$ cat config.mk
export PLATFORM = sky130hd
export DESIGN_NAME = mem_transfer_block
export DESIGN_NICKNAME = d
export VERILOG_FILES = /design/src/rtl/mem_transfer_block_pkg.sv /design/src/rtl/mem_transfer_block_simple_ram.sv /design/src/rtl/mem_transfer_block.sv
export SDC_FILE = /design/constraint.sdc
export NUM_CORES = 1
export LEC_CHECK = 0
export ABC_AREA = 1
export CAP_MARGIN = 5
export CORE_MARGIN = 4
export CORE_UTILIZATION = 64
export DETAILED_ROUTE_END_ITERATION = 10
export PLACE_DENSITY = 0.8
export SLEW_MARGIN = 20
export SYNTH_ARGS = -nofsm -noshare
export SYNTH_HDL_FRONTEND = slang
export SYNTH_SLANG_ARGS = --single-unit
$ cat constraint.sdc
create_clock -name clk -period 4.8 [get_ports clk]
set_clock_uncertainty 0.05 [all_clocks]
set_input_delay 0.96 -clock clk [delete_from_list [all_inputs] [get_ports clk]]
set_output_delay 0.96 -clock clk [all_outputs]
set_load 0.005 [all_outputs]
$ cat src/rtl/mem_transfer_block_pkg.sv
// Shared types and constants for the two-memory frame transfer engine.
// Holds the FSM state encoding, default widths and the address-width helper.
package mem_transfer_block_pkg;

    typedef enum logic {
        WRITE_A  = 1'b0,
        TRANSFER = 1'b1
    } state_e;

    localparam int DEF_DATA_W = 8;
    localparam int SUM_W      = DEF_DATA_W + 1;

    // Address width for a memory of the given depth; never narrower than one bit.
    function automatic int addrWidth(input int depth);
        int w;
        w = 0;
        while ((1 << w) < depth) begin
            w = w + 1;
        end
        if (w < 1) begin
            w = 1;
        end
        return w;
    endfunction

endpackage

$ cat src/rtl/mem_transfer_block_simple_ram.sv
// Small register-file memory: one synchronous write port, one combinational
// read port, and an asynchronous active-low clear of every word.
module simple_ram
    import mem_transfer_block_pkg::*;
#(
    parameter int WIDTH = DEF_DATA_W,
    parameter int DEPTH = 8,
    parameter int AW    = addrWidth(DEPTH)
) (
    input  logic             clk_i,
    input  logic             rst_ni,
    input  logic             we_i,
    input  logic [AW-1:0]    waddr_i,
    input  logic [WIDTH-1:0] wdata_i,
    input  logic [AW-1:0]    raddr_i,
    output logic [WIDTH-1:0] rdata_o
);

    logic [WIDTH-1:0] mem_q [DEPTH];

    always_ff @(posedge clk_i or negedge rst_ni) begin
        if (!rst_ni) begin
            for (int i = 0; i < DEPTH; i++) begin
                mem_q[i] <= '0;
            end
        end else if (we_i) begin
            mem_q[waddr_i] <= wdata_i;
        end
    end

    assign rdata_o = mem_q[raddr_i];

endmodule

$ cat src/rtl/mem_transfer_block.sv
// Frame capture into memory A, then pairwise reduction into memory B with
// each sum presented on a registered output alongside a one-cycle strobe.
module mem_transfer_block
    import mem_transfer_block_pkg::*;
#(
    parameter int DATA_W  = DEF_DATA_W,
    parameter int A_DEPTH = 8
) (
    input  logic                                clk,
    input  logic                                rst,
    input  logic [DATA_W-1:0]                   dataInA,
    output logic [DATA_W:0]                     dataOutB,
    output logic [addrWidth(A_DEPTH/2)-1:0]     addrB,
    output logic                                validB,
    output logic                                busy
);

    localparam int B_DEPTH = A_DEPTH / 2;
    localparam int A_AW    = addrWidth(A_DEPTH);
    localparam int B_AW    = addrWidth(B_DEPTH);
    localparam int OUT_W   = DATA_W + 1;

    localparam logic [A_AW-1:0] A_LAST = A_AW'(A_DEPTH - 1);
    localparam logic [B_AW-1:0] B_LAST = B_AW'(B_DEPTH - 1);

    state_e            state_q;
    state_e            state_d;
    logic [A_AW-1:0]   wrA_q;
    logic [B_AW-1:0]   k_q;
    logic              phase_q;
    logic [DATA_W-1:0] acc_q;
    logic [OUT_W-1:0]  dataOutB_q;
    logic [B_AW-1:0]   addrB_q;
    logic              validB_q;
    logic              busy_q;

    logic              lastA;
    logic              lastPair;
    logic              ramAWe;
    logic              ramBWe;
    logic [A_AW-1:0]   ramARdAddr;
    logic [DATA_W-1:0] ramARd;
    logic [OUT_W-1:0]  pairSum;
    logic [OUT_W-1:0]  ramBRdUnused;

    assign lastA      = (wrA_q == A_LAST);
    assign lastPair   = phase_q && (k_q == B_LAST);
    assign ramAWe     = (state_q == WRITE_A);
    assign ramBWe     = (state_q == TRANSFER) && phase_q;
    assign ramARdAddr = A_AW'({k_q, phase_q});
    assign pairSum    = OUT_W'(acc_q) + OUT_W'(ramARd);

    always_comb begin
        state_d = state_q;
        case (state_q)
            WRITE_A:  if (lastA)    state_d = TRANSFER;
            TRANSFER: if (lastPair) state_d = WRITE_A;
            default:  state_d = WRITE_A;
        endcase
    end

    simple_ram #(
        .WIDTH (DATA_W),
        .DEPTH (A_DEPTH),
        .AW    (A_AW)
    ) u_ramA (
        .clk_i   (clk),
        .rst_ni  (rst),
        .we_i    (ramAWe),
        .waddr_i (wrA_q),
        .wdata_i (dataInA),
        .raddr_i (ramARdAddr),
        .rdata_o (ramARd)
    );

    // Memory B is only ever written; its read port is tied off.
    simple_ram #(
        .WIDTH (OUT_W),
        .DEPTH (B_DEPTH),
        .AW    (B_AW)
    ) u_ramB (
        .clk_i   (clk),
        .rst_ni  (rst),
        .we_i    (ramBWe),
        .waddr_i (k_q),
        .wdata_i (pairSum),
        .raddr_i (k_q),
        .rdata_o (ramBRdUnused)
    );

    always_ff @(posedge clk or negedge rst) begin
        if (!rst) begin
            state_q    <= WRITE_A;
            wrA_q      <= '0;
            k_q        <= '0;
            phase_q    <= 1'b0;
            acc_q      <= '0;
            dataOutB_q <= '0;
            addrB_q    <= '0;
            validB_q   <= 1'b0;
            busy_q     <= 1'b0;
        end else begin
            state_q  <= state_d;
            busy_q   <= (state_d == TRANSFER);
            validB_q <= 1'b0;
            case (state_q)
                WRITE_A: begin
                    wrA_q <= lastA ? '0 : wrA_q + 1'b1;
                end
                TRANSFER: begin
                    phase_q <= ~phase_q;
                    if (!phase_q) begin
                        acc_q <= ramARd;
                    end else begin
                        dataOutB_q <= pairSum;
                        addrB_q    <= k_q;
                        validB_q   <= 1'b1;
                        k_q        <= lastPair ? '0 : k_q + 1'b1;
                    end
                end
                default: ;
            endcase
        end
    end

    assign dataOutB = dataOutB_q;
    assign addrB    = addrB_q;
    assign validB   = validB_q;
    assign busy     = busy_q;

endmodule

* Word-level counts from Yosys, hierarchy flattened
Index checks and enable logic that the tools add are counted.
** Cells by class
- $lt $le $gt $ge :: 3
- Multiplexer cells :: 13
- Add/sub/neg operators :: 3
- Equal/unequal tests :: 2
- Reduce and logical (&&, ||, !) cells :: 4
- Bitwise operators :: 4
** Operators with widths (number)
- $bwmux 64 :: 1
- $bmux 8 s3 :: 1
- $demux 8 s3 :: 1
- $mux 8 :: 3
- $add 8x8->9 :: 1
- $ge 4x4->1 const B :: 2
- $not 3->4 :: 2
- $lt 4x1->1 const B :: 1
- $mux 1 :: 4
- $reduce_and 2->1 :: 2
- $add 3x1->3 const B :: 1
- $eq 3x3->1 const B :: 1
- $mux 3 :: 1
- $add 2x1->2 const B :: 1
- $eq 2x2->1 const B :: 1
- $logic_and 1x1->1 :: 2
- $mux 2 :: 1
- $not 1->1 :: 2
- $pmux 1 s2 :: 1
** Word-level totals
- Output and inout bits :: 13
- Word-level logic and storage cells :: 45
- Flip-flop bits (word level) :: 91

* Depth between registers and ports, before layout
Gate-level depths: netlist of run 1.
- Depth after elaboration :: 6
- Gate-level depth with buffers :: 18
- Gate-level depth less buffers :: 16

* Modules after synthesis
Synthesis of run 1 repeated with hierarchy kept, for this count alone.
** Unflattened totals
- Cell total of the unflattened synthesis :: 589
- Area total of the unflattened synthesis :: 4586.9 um^2
** Modules (own cells, without submodules)
- simple_ram :: area each 3189.3 um^2, instances 1, cells an instance 439, sequential area each 1601.5 um^2
- mem_transfer_block :: area each 1397.6 um^2, instances 1, cells an instance 150, sequential area each 675.6 um^2

* Least setup slack after synthesis of run 1
OpenSTA, ideal clock, no wires.
- Path type :: reg-to-reg
- Start :: register phase_q
- End :: register dataOutB_q[4] (netlist: dataOutB[4])
- Setup time :: 0.117 ns
- Arrival time :: 2.038 ns
- Cell stages (with the launch flop) :: 18
- Path buffers :: 2
- Slack :: 2.595 ns
- Path through :: dfrtp_1 buf_6 buf_4 nor2_1 nor2_1 o21ai_0 nand3_1 and2_1 ha_1 inv_1 fa_1 inv_1 nand2_1 nand2_1 and2_1 or2_0 nand3_1 nand2_1
** Between the ends
- Longest elaborated chain between the ends :: 5
- Elaborated cells on any way between the ends :: 6
- Those cells by class :: add/sub: 1; mux: 3; bitwise: 1; reduce/logical: 1
** RTL lines
- start: declaration :: RTL line mem_transfer_block.sv:30 : logic phase_q;
- start signal: assignment :: RTL line mem_transfer_block.sv:111 : phase_q <= ~phase_q;
- $not 3->4 (implied by the code) :: RTL line mem_transfer_block_simple_ram.sv:31 : assign rdata_o = mem_q[raddr_i];
- $bmux 8 s3 :: RTL line mem_transfer_block_simple_ram.sv:31
- $mux 8 (implied by the code) (2 in a row) :: RTL line mem_transfer_block_simple_ram.sv:31
- named net ramARd[0] :: RTL line mem_transfer_block.sv:42 : logic [DATA_W-1:0] ramARd;
- $add 8x8->9 :: RTL line mem_transfer_block.sv:51 : assign pairSum = OUT_W'(acc_q) + OUT_W'(ramARd);
- end signal: assignment :: RTL line mem_transfer_block.sv:115 : dataOutB_q <= pairSum;
- end: declaration :: RTL line mem_transfer_block.sv:32 : logic [OUT_W-1:0] dataOutB_q;
The timed path passes the listed nets, and every way through them passes these cells. The select of a mux whose other input is x is not followed.
A chain may end at the register's enable or synchronous reset.

* Worst setup path after layout of run 1
Same ends and word-level chain as after synthesis.

==> results of run 1 <==
## synth_stat cells (all sizes together)
library cell / instances / share of area (%)
nand3: 32 / 3.7
buf: 17 / 2.6
nor2: 80 / 7.4
a211oi: 1 / 0.17
a31oi: 1 / 0.15
dfrtp: 91 / 53
fa: 1 / 0.46
nand3b: 3 / 0.52
o21ai: 102 / 12
nand2: 136 / 12
or2: 3 / 0.44
and2: 8 / 1.2
a21oi: 4 / 0.46
clkinv: 1 / 0.087
inv: 29 / 2.5
clkbuf: 4 / 0.43
ha: 11 / 3.2
o21a: 1 / 0.17
## stage by stage
| stage | utilization (%) | worst slack [ns] | total power [W] | hold slack [ns] |
|---|---|---|---|---|
| final | 73.3 | 1.86 | 0.00156 | 0.432 |
| after detailed placement | 69.8 | 1.89 | 0.000993 | 0.414 |
| after global placement | 69.8 | 2.00 | 0.000988 | 0.411 |
| after global routing | 73.3 | 1.58 | 0.00163 | 0.454 |
| after floorplan | - | 2.59 | 0.000921 | 0.398 |
| after CTS | 73.3 | 1.86 | 0.00157 | 0.437 |
## worst min-delay path, stage by stage, from the launching register on
cell	delay [ns]
dfrtp_1	0.35
nand2_1	0.05
nand2_1	0.05
## how the worst min path moves through the flow
stage	end	slack [ns]	cells after the start
after global routing	dataOutB[0]$_DFFE_PN0P_	0.45	2
after detailed placement	dataOutB[6]$_DFFE_PN0P_	0.41	2
after CTS	dataOutB[0]$_DFFE_PN0P_	0.44	2
final	dataOutB[0]$_DFFE_PN0P_	0.43	2
after floorplan	u_ramA.mem_q[0]$_DFFE_PN0P_	0.40	2
after global placement	u_ramA.mem_q[53]$_DFFE_PN0P_	0.41	2
## cell type report
cell class / count / area, um2 / share of cell area (%)
Sequential cell: 91 / 2280 / 48.1
Clock buffer: 9 / 124 / 2.62
Inverter: 30 / 113 / 2.38
Multi-Input combinational cell: 383 / 1790 / 37.9
Timing Repair Buffer: 24 / 233 / 4.92
Clock inverter: 7 / 98.8 / 2.09
Tap cell: 77 / 96.3 / 2.04
## state kept, by name (all words and copies together) (netlist names), 2 cells and up
name,cells
dataOutB,9
addrB,2
k_q,2
wrA_q,3
acc_q,8
u_ramA.mem_q,64
## power by group
| part | switching (W) | internal, W |
|---|---|---|
| Combinational | 0.0000797 | 0.0000654 |
| Clock | 0.000285 | 0.000297 |
| Sequential | 0.0000258 | 0.000808 |
| Total | 0.000390 | 0.00117 |
## layer usage
metal | up-vias | track usage (%) | share of wire (%)
met4 | 0 | 12.2 | 2.3
li1 | 1732 | - | -
met1 | 1702 | 34.1 | 44
met5 | - | 0 | 0
met2 | 127 | 40.4 | 47
met3 | 17 | 4.67 | 6.3
## cell families (layout without fill, tap and decap cells)
family	Yosys count	in the layout	synth area share, %
AOI/OAI and AO/OA	109	109	12.8
adders and majority gates	12	12	3.65
buffers and inverters	51	70	5.68
DFF	91	91	52.8
and+or+nand+nor	262	262	25.1
==> out/results.tsv, run 1 <==
stage	metric	value	unit
logic_synthesis	ys_seq_area_share	52.8	%
finish	final_area	4730	um2
outcome	outcome	completed	
timing	hold_violations	0	
global_route	grt_usage	25.5	%
finish	n_antenna_cell	0	
floorplan	die_area	8120	um2
clock_network	cts_buffers	9	
critical_path	crit_fanout	32	
critical_path	cp-startpoint	phase_q$_DFFE_PN0P_	
logic_synthesis	synth.distinct_cells	28	
critical_path	rr_worst_depth	11	
clock_network	clockBufferDepth	2	
critical_path	worstSetupEndpoint	dataOutB[4]$_DFFE_PN0P_	
critical_path	required	5.02	ns
clock_network	postCtsSetupRepairBufs	0	
finish	areaGrowthSynthToFinish	9.72	%
place	io_buffers	22	
routing	ant_nets	0	
timing	fmax	340	MHz
timing	slew_violations	0	
logic_synthesis	syn-num-nets	547	
routing	drtIter0Drc	292	
finish	finalNetCount	561	
critical_path	critical_path_buf_inv_count	2	
timing	rsz0062_at_grt	no	
hold_path	holdCritStartpoint	dataOutB[0]$_DFFE_PN0P_	
floorplan	die_w	90.1	um
routing	remaining_drc_errors	0	
logic_synthesis	synth_cells	525	
critical_path	end_kind	flop	
place	gp_congestion	0.926	
global_route	grt_pass1_vias	3430	
critical_path	crit_path_max_incr_delay	0.62	ns
global_route	grt_remaining_overflow	0	
clock_network	cts_root_buffer	clkbuf_8	
timing	maxSlewHeadroom	51.3	%
routing	drt-vias-per-instance	5.76	
clock_network	cts_tree	built	
critical_path	r2r_end	dataOutB[4]$_DFFE_PN0P_	
logic_synthesis	syn_area_per_cell	8.22	um2
finish	layout.cells.non_filler	621	
clock_network	htree_levels	3	
critical_path	path_depth	11	
critical_path	start_kind	flop	
floorplan	core-area	6460	um2
timing	fin_tns_setup	0	ns
critical_path	criticalPathCategory	reg2reg	
finish	final_cell_mix	nand2_1, o21ai_0, dfrtp_1, nor2_1, nand3_1	
global_route	grt_pass1_wl	16400	um
finish	mostFrequentLayoutCell	nand2_1	
logic_synthesis	yosys_warnings	0	
hold_path	hp-class	reg2reg	
finish	n_fill_cell	514	
global_route	grt_max_degree	56	
finish	drive_above_1_share	4.96	%
timing	fin_crit_sh	61.2	%
routing	vias	3578	
clock_network	hold_buffers	0	
critical_path	r2r_start	phase_q$_DFFE_PN0P_	
timing	tightest_slew	0.731	ns
logic_synthesis	ys_ff_latch	91	
power	ir_drop	0.225	mV
critical_path	crit_family	simple AND/OR/NAND/NOR gates	
critical_path	path_cells	buf_4, inv_2, o21ai_0, nand3_1, and2_1, ha_1, or2_1, and2_1, or2_0, nand3_1, nand2_1	
critical_path	critPathSlowestCell	dfrtp_1	
timing	setup_violations	0	
power	p_leak	2.34	nW
critical_path	cp.arrival	3.15	ns
place	postPlaceCellArea	4510	um2
clock_network	clk_pin_slew	0.09	ns
floorplan	pin_count	23	
critical_path	r2r_slack	1.86	ns
routing	wl	9870	um
clock_network	clk_latency	0.37	ns
floorplan	initial_utilization	66.8	%
logic_synthesis	syn_area	4310	um2
timing	layout_min_cycle_time	2.94	ns
routing	drtPass1Iterations	5	
floorplan	die_h	90.1	um
place	dpl.hpwl	6780	um
clock_network	clock_sinks	91	
global_route	antenna_found_initial	0	
routing	wl_per_cell	15.9	um
clock_network	cts_resized	0	
power	power_density	330	nW/um2
floorplan	rows	29	
place	dp.cells	605	
job	maxCapViolations	0	
No activity file was read; power rests on OpenSTA's default activity.
==> run 2: changes to the inputs <==
- CORE_UTILIZATION: 64 -> 54
- PLACE_DENSITY: 0.8 -> 0.72
- clock period: 4.8 -> 2.6 ns (I/O delays scaled with it)
==> run 2 against run 1 <==
Compared with the run above: via count down 0.84%; maximum frequency up 21%; clock power up 94%; routed wire length down 0.97%; sequential power up 85%; core utilization down 9.9 points; largest power group unchanged; largest cell class unchanged; die area up 17%; worst setup slack worse by 1.7 ns; register-to-register slack worse by 1.7 ns; non-clock buffer count up 8.
==> out/results.tsv, run 2 (synthesis gave the netlist of run 1 again) <==
stage	metric	value	unit	change
finish	n_antenna_cell	0		unchanged
critical_path	crit_fanout	12		-63%
power	power_density	598	nW/um2	+81%
finish	mostFrequentLayoutCell	nand2_1		
timing	maxSlewHeadroom	62.4	%	+11 points
timing	rsz0062_at_grt	no		
routing	ant_nets	0		unchanged
timing	fin_crit_sh	93.1	%	+32 points
clock_network	clockBufferDepth	2		unchanged
global_route	grt_max_degree	51		-8.9%
clock_network	hold_buffers	0		unchanged
timing	hold_violations	0		unchanged
finish	largest_reg_flops	64		unchanged
global_route	grt_remaining_overflow	0		unchanged
floorplan	die_h	97.4	um	+8.1%
critical_path	critPathSlowestCell	dfrtp_2		
finish	areaGrowthSynthToFinish	14.0	%	
global_route	grt_usage	21.8	%	-3.7 points
place	io_buffers	22		unchanged
clock_network	clock_sinks	91		unchanged
clock_network	cts_root_buffer	clkbuf_8		
timing	tightest_slew	0.562	ns	-0.169 ns
critical_path	criticalPathCategory	reg2reg		
finish	n_fill_cell	706		+37%
critical_path	required	2.81	ns	-2.21 ns
clock_network	cts_tree	built		
place	dpl.hpwl	6790	um	+0.15%
timing	slew_violations	0		unchanged
floorplan	pin_count	23		unchanged
critical_path	start_kind	flop		
clock_network	htree_levels	3		unchanged
finish	final_area	4920	um2	+3.9%
global_route	grt_pass1_vias	3272		-4.6%
hold_path	hp-class	in2async		
routing	wl	9770	um	-0.97%
global_route	grt_pass1_wl	16600	um	+1.6%
routing	drtIter0Drc	259		-11%
timing	fmax	413	MHz	+21%
job	maxCapViolations	0		unchanged
floorplan	rows	32		+10%
finish	drive_above_1_share	7.25	%	+2.3 points
clock_network	cts_buffers	9		unchanged
floorplan	core-area	7770	um2	+20%
critical_path	cp.arrival	2.63	ns	-0.52 ns
routing	drtPass1Iterations	5		unchanged
routing	wl_per_cell	14.9	um	-6.0%
timing	fin_tns_setup	0	ns	unchanged
timing	layout_min_cycle_time	2.42	ns	-0.516 ns
clock_network	clk_pin_slew	0.09	ns	about the same
routing	remaining_drc_errors	0		unchanged
critical_path	crit_path_max_incr_delay	0.46	ns	-0.16 ns
global_route	antenna_found_initial	0		unchanged
routing	vias	3548		-0.84%
critical_path	end_kind	flop		
routing	drt-vias-per-instance	5.43		-5.8%
power	ir_drop	0.378	mV	+68%
floorplan	die_w	97.4	um	+8.1%
finish	final_util	63.3	%	-9.9 points
critical_path	path_cells	buf_12, nor2_1, nor2_1, o21ai_0, nand3_1, and2_1, ha_1, inv_1, fa_2, inv_1, nand2_1, nand2_1, and2_1, or2_0, nand3_1, nand2_1		
finish	finalNetCount	569		+1.4%
floorplan	die_area	9480	um2	+17%
floorplan	initial_utilization	55.5	%	-11 points
finish	top_register	u_ramA.mem_q		
power	p_leak	2.40	nW	+2.8%
outcome	outcome	completed		
clock_network	clk_latency	0.36	ns	about the same
place	postPlaceCellArea	4600	um2	+2.1%
place	gp_congestion	0.891		-3.7%
critical_path	cpMostUsedCell	nand2_1		
timing	setup_violations	0		unchanged
finish	final_cell_mix	nand2_1, o21ai_0, dfrtp_1, nor2_1, nand3_1		
## run 2: changes by cell type in the layout (fill, tap and decap cells not counted), moves of 2 or more
| cell | previous run | this run |
|---|---|---|
| buf_12 | 0 | 2 |
| clkbuf_8 | 9 | 13 |
| inv_6 | 2 | 0 |
| buf_4 | 3 | 7 |
## run 2: final timing paths
path	startpoint	to	slack [ns]	depth (start not counted)
max	phase_q$_DFFE_PN0P_	dataOutB[4]$_DFFE_PN0P_	0.18	16
min	rst	wrA_q[1]$_DFFE_PN0N_	0.08	1
max reg2reg	phase_q$_DFFE_PN0P_	dataOutB[4]$_DFFE_PN0P_	0.18	16
min reg2reg	dataOutB[7]$_DFFE_PN0P_	dataOutB[7]$_DFFE_PN0P_	0.43	2
max in group asynchronous	rst	u_ramA.mem_q[7]$_DFFE_PN0P_	1.77	2
min in group clk	dataOutB[7]$_DFFE_PN0P_	dataOutB[7]$_DFFE_PN0P_	0.43	2
## run 2: power breakdown
group          internal [W]  leakage (nW)  switching (W)
logic              0.000127          1.21       0.000147
clock network      0.000647         0.122       0.000483
registers           0.00149          1.07      0.0000467
total               0.00227          2.40       0.000677
## run 2: layout make-up
cell class | count | area (um2) | share of cell area (%)
tap | 102 | 128 | 2.59
inverter | 30 | 115 | 2.34
sequential | 91 | 2280 | 46.3
clock inverter | 3 | 67.6 | 1.37
timing repair buffer | 32 | 339 | 6.89
multi-input combinational | 383 | 1810 | 36.9
clock buffer | 13 | 179 | 3.64
## run 2: timing repair
item                       CTS  global route
setup buffers                0             2
gates resized for setup      0             8
setup endpoints to repair    0             4
## run 2: critical path: cells and delay by family, from the launching register on
| kind | cells | cell delay (ns) |
|---|---|---|
| AOI/OAI and AO/OA | 1 | 0.09 |
| adders and majority gates | 2 | 0.40 |
| buffers and inverters | 3 | 0.30 |
| DFF | 1 | 0.46 |
| and+or+nand+nor | 10 | 1.01 |
## run 2: through the flow
step | cells | total power [W] | worst slack [ns] | hold WS [ns]
after floorplan | 525 | 0.00170 | 0.395 | 0.174
after global placement | 635 | 0.00183 | 0.220 | 0.412
after detailed placement | 635 | 0.00184 | 0.165 | 0.418
after CTS | 651 | 0.00296 | 0.132 | 0.0964
after global routing | 654 | 0.00309 | 0.00352 | 0.110
final | 654 | 0.00294 | 0.178 | 0.0820
## run 2: metal layers
metal  global-route usage [%]  share of wire, %
met1                     30.9                47
met2                     34.0                46
met3                     3.23               4.9
met4                     8.41               2.0
met5                        0                 0
==> run 3: changes to the inputs <==
- SETUP_SLACK_MARGIN: not set -> 0.05
==> run 3 against run 2 <==
Compared with the run above: combinational power grew 3%; maximum frequency grew 1.1%; via count grew 0.99%; final area grew 0.99%; global-route usage is the same; sequential share of layout area shrank 0.45 points; first-iteration DRC count shrank 5.4%; critical path type unchanged; largest power group unchanged.
==> out/results.tsv, run 3 (synthesis gave the netlist of run 1 again) <==
stage	metric	value	unit	change
routing	drtIter0Drc	245		-5.4%
clock_network	htree_levels	3		unchanged
routing	drtPass1Iterations	6		+1
routing	wl_per_cell	15.0	um	+0.57%
routing	wl	9860	um	+0.88%
finish	largest_reg_flops	64		unchanged
power	p_leak	2.41	nW	+0.43%
critical_path	crit_fanout	11		-1
floorplan	die_w	97.4	um	unchanged
power	switching_power	0.000678	W	+0.21%
power	p_sw_share	23.0	%	about the same
timing	holdWs	0.0820	ns	+0.0000388 ns
floorplan	die_h	97.4	um	unchanged
finish	areaGrowthSynthToFinish	15.2	%	
place	io_buffers	22		unchanged
critical_path	crit_family	simple AND/OR/NAND/NOR gates		
timing	fin_ws	0.205	ns	+0.0266 ns
finish	top_register	u_ramA.mem_q		
power	ir_drop	0.379	mV	about the same
timing	maxSlewHeadroom	62.2	%	-0.22 points
power	power_density	594	nW/um2	-0.73%
floorplan	die_area	9480	um2	unchanged
power	intPower	0.00227	W	+0.27%
routing	ant_nets	0		unchanged
clock_network	cts_buffers	9		unchanged
global_route	antenna_found_initial	0		unchanged
critical_path	critical_path_buf_inv_count	3		unchanged
timing	fmax	417	MHz	+1.1%
timing	fin_tns_setup	0	ns	unchanged
routing	vias	3583		+0.99%
critical_path	path_cells	buf_12, nor2_1, nor2_1, o21ai_0, nand3_1, and2_4, ha_2, inv_2, fa_2, inv_1, nand2_1, nand2_1, and2_1, or2_0, nand3_1, nand2_1		
critical_path	required	2.80	ns	about the same
floorplan	initial_utilization	55.5	%	unchanged
hold_path	hp-class	in2async		
floorplan	rows	32		unchanged
clock_network	cts_root_buffer	clkbuf_8		
clock_network	clock_sinks	91		unchanged
global_route	grt_usage	21.8	%	unchanged
clock_network	clk_pin_slew	0.09	ns	about the same
timing	fin_crit_sh	92.1	%	-1.0 points
routing	remaining_drc_errors	0		unchanged
critical_path	critPathSlowestCell	dfrtp_2		
clock_network	clk_latency	0.36	ns	about the same
critical_path	crit_path_max_incr_delay	0.46	ns	about the same
timing	hold_violations	0		unchanged
global_route	grt_pass1_vias	3272		unchanged
floorplan	pin_count	23		unchanged
timing	setup_violations	0		unchanged
critical_path	end_kind	flop		
routing	drt-vias-per-instance	5.46		+0.68%
finish	mostFrequentLayoutCell	nand2_1		
finish	final_cell_mix	nand2_1, o21ai_0, dfrtp_1, nor2_1, nand3_1		
floorplan	core-area	7770	um2	unchanged
power	p_comb_share	9.5	%	+0.2 points
finish	finalNetCount	571		+0.35%
place	dp_slack	0.165	ns	unchanged
job	maxCapViolations	0		unchanged
finish	n_antenna_cell	0		unchanged
critical_path	start_kind	flop		
clock_network	clockBufferDepth	2		unchanged
finish	drive_above_1_share	8.66	%	+1.4 points
clock_network	cts_tree	built		
global_route	grt_pass1_wl	16600	um	unchanged
critical_path	cp.arrival	2.60	ns	-0.03 ns
place	gp_congestion	0.891		unchanged
timing	layout_min_cycle_time	2.40	ns	-0.0266 ns
critical_path	cpMostUsedCell	nand2_1		
timing	rsz0062_at_grt	yes		
outcome	outcome	completed		
place	dpl.hpwl	6790	um	unchanged
timing	tightest_slew	0.565	ns	+0.00332 ns
critical_path	criticalPathCategory	reg2reg		
global_route	grt_max_degree	51		unchanged
power	p_seq_share	52.2	%	about the same
power	clkPwrFrac	38.3	%	about the same
timing	slew_violations	0		unchanged
global_route	grt_remaining_overflow	0		unchanged
run 3: timing repair:
action	CTS	global route
setup endpoints to repair	0	5
hold buffers	0	0
gates resized for setup	0	14
buffers inserted	0	4
run 3: power groups by stage:
stage / logic, W / registers [W] / clock network (W)
6_report: 0.000282 / 0.00154 / 0.00113
5_1_grt: 0.000328 / 0.00155 / 0.00122
4_1_cts: 0.000273 / 0.00154 / 0.00115
2_1_floorplan: 0.000146 / 0.00155 / 0
3_5_place_dp: 0.000271 / 0.00156 / 0
3_3_place_gp: 0.000263 / 0.00156 / 0
run 3: cell type report:
class	count	area [um2]
well taps	102	128
clock buffers	13	179
clock inverters	3	67.6
repair buffers	34	354
flip-flops and latches	91	2280
inverters	30	115
fillers	694	2800
multi-input cells	383	1850
run 3: worst paths after layout:
path                                          endpoint                    start  slack [ns]  cells past startpoint
max                            dataOutB[4]$_DFFE_PN0P_      phase_q$_DFFE_PN0P_        0.20                     16
max in group asynchronous  u_ramA.mem_q[7]$_DFFE_PN0P_                      rst        1.76                      2
max reg2reg                    dataOutB[4]$_DFFE_PN0P_      phase_q$_DFFE_PN0P_        0.20                     16
min reg2reg                    dataOutB[7]$_DFFE_PN0P_  dataOutB[7]$_DFFE_PN0P_        0.43                      2
min in group clk               dataOutB[7]$_DFFE_PN0P_  dataOutB[7]$_DFFE_PN0P_        0.43                      2
min                               wrA_q[1]$_DFFE_PN0N_                      rst        0.08                      1
run 3: per-stage QoR:
step                cell area, um2  power, W  utilization (%)  cells
finish                        4970   0.00295             64.0    656
global route                  4970   0.00309             64.0    656
CTS                           4850   0.00296             62.5    651
detailed placement            4600   0.00184             59.3    635
global placement              4600   0.00183             59.3    635
floorplan                     4310   0.00170                -    525
run 3: routing by layer:
metal  global-route usage [%]  share of wire (%)  vias up
met4                     8.41                2.0        0
met2                     34.0                 46      115
met5                        0                  0        -
met3                     3.23                5.5       15
met1                     30.9                 46     1699
li1                         -                  -     1754
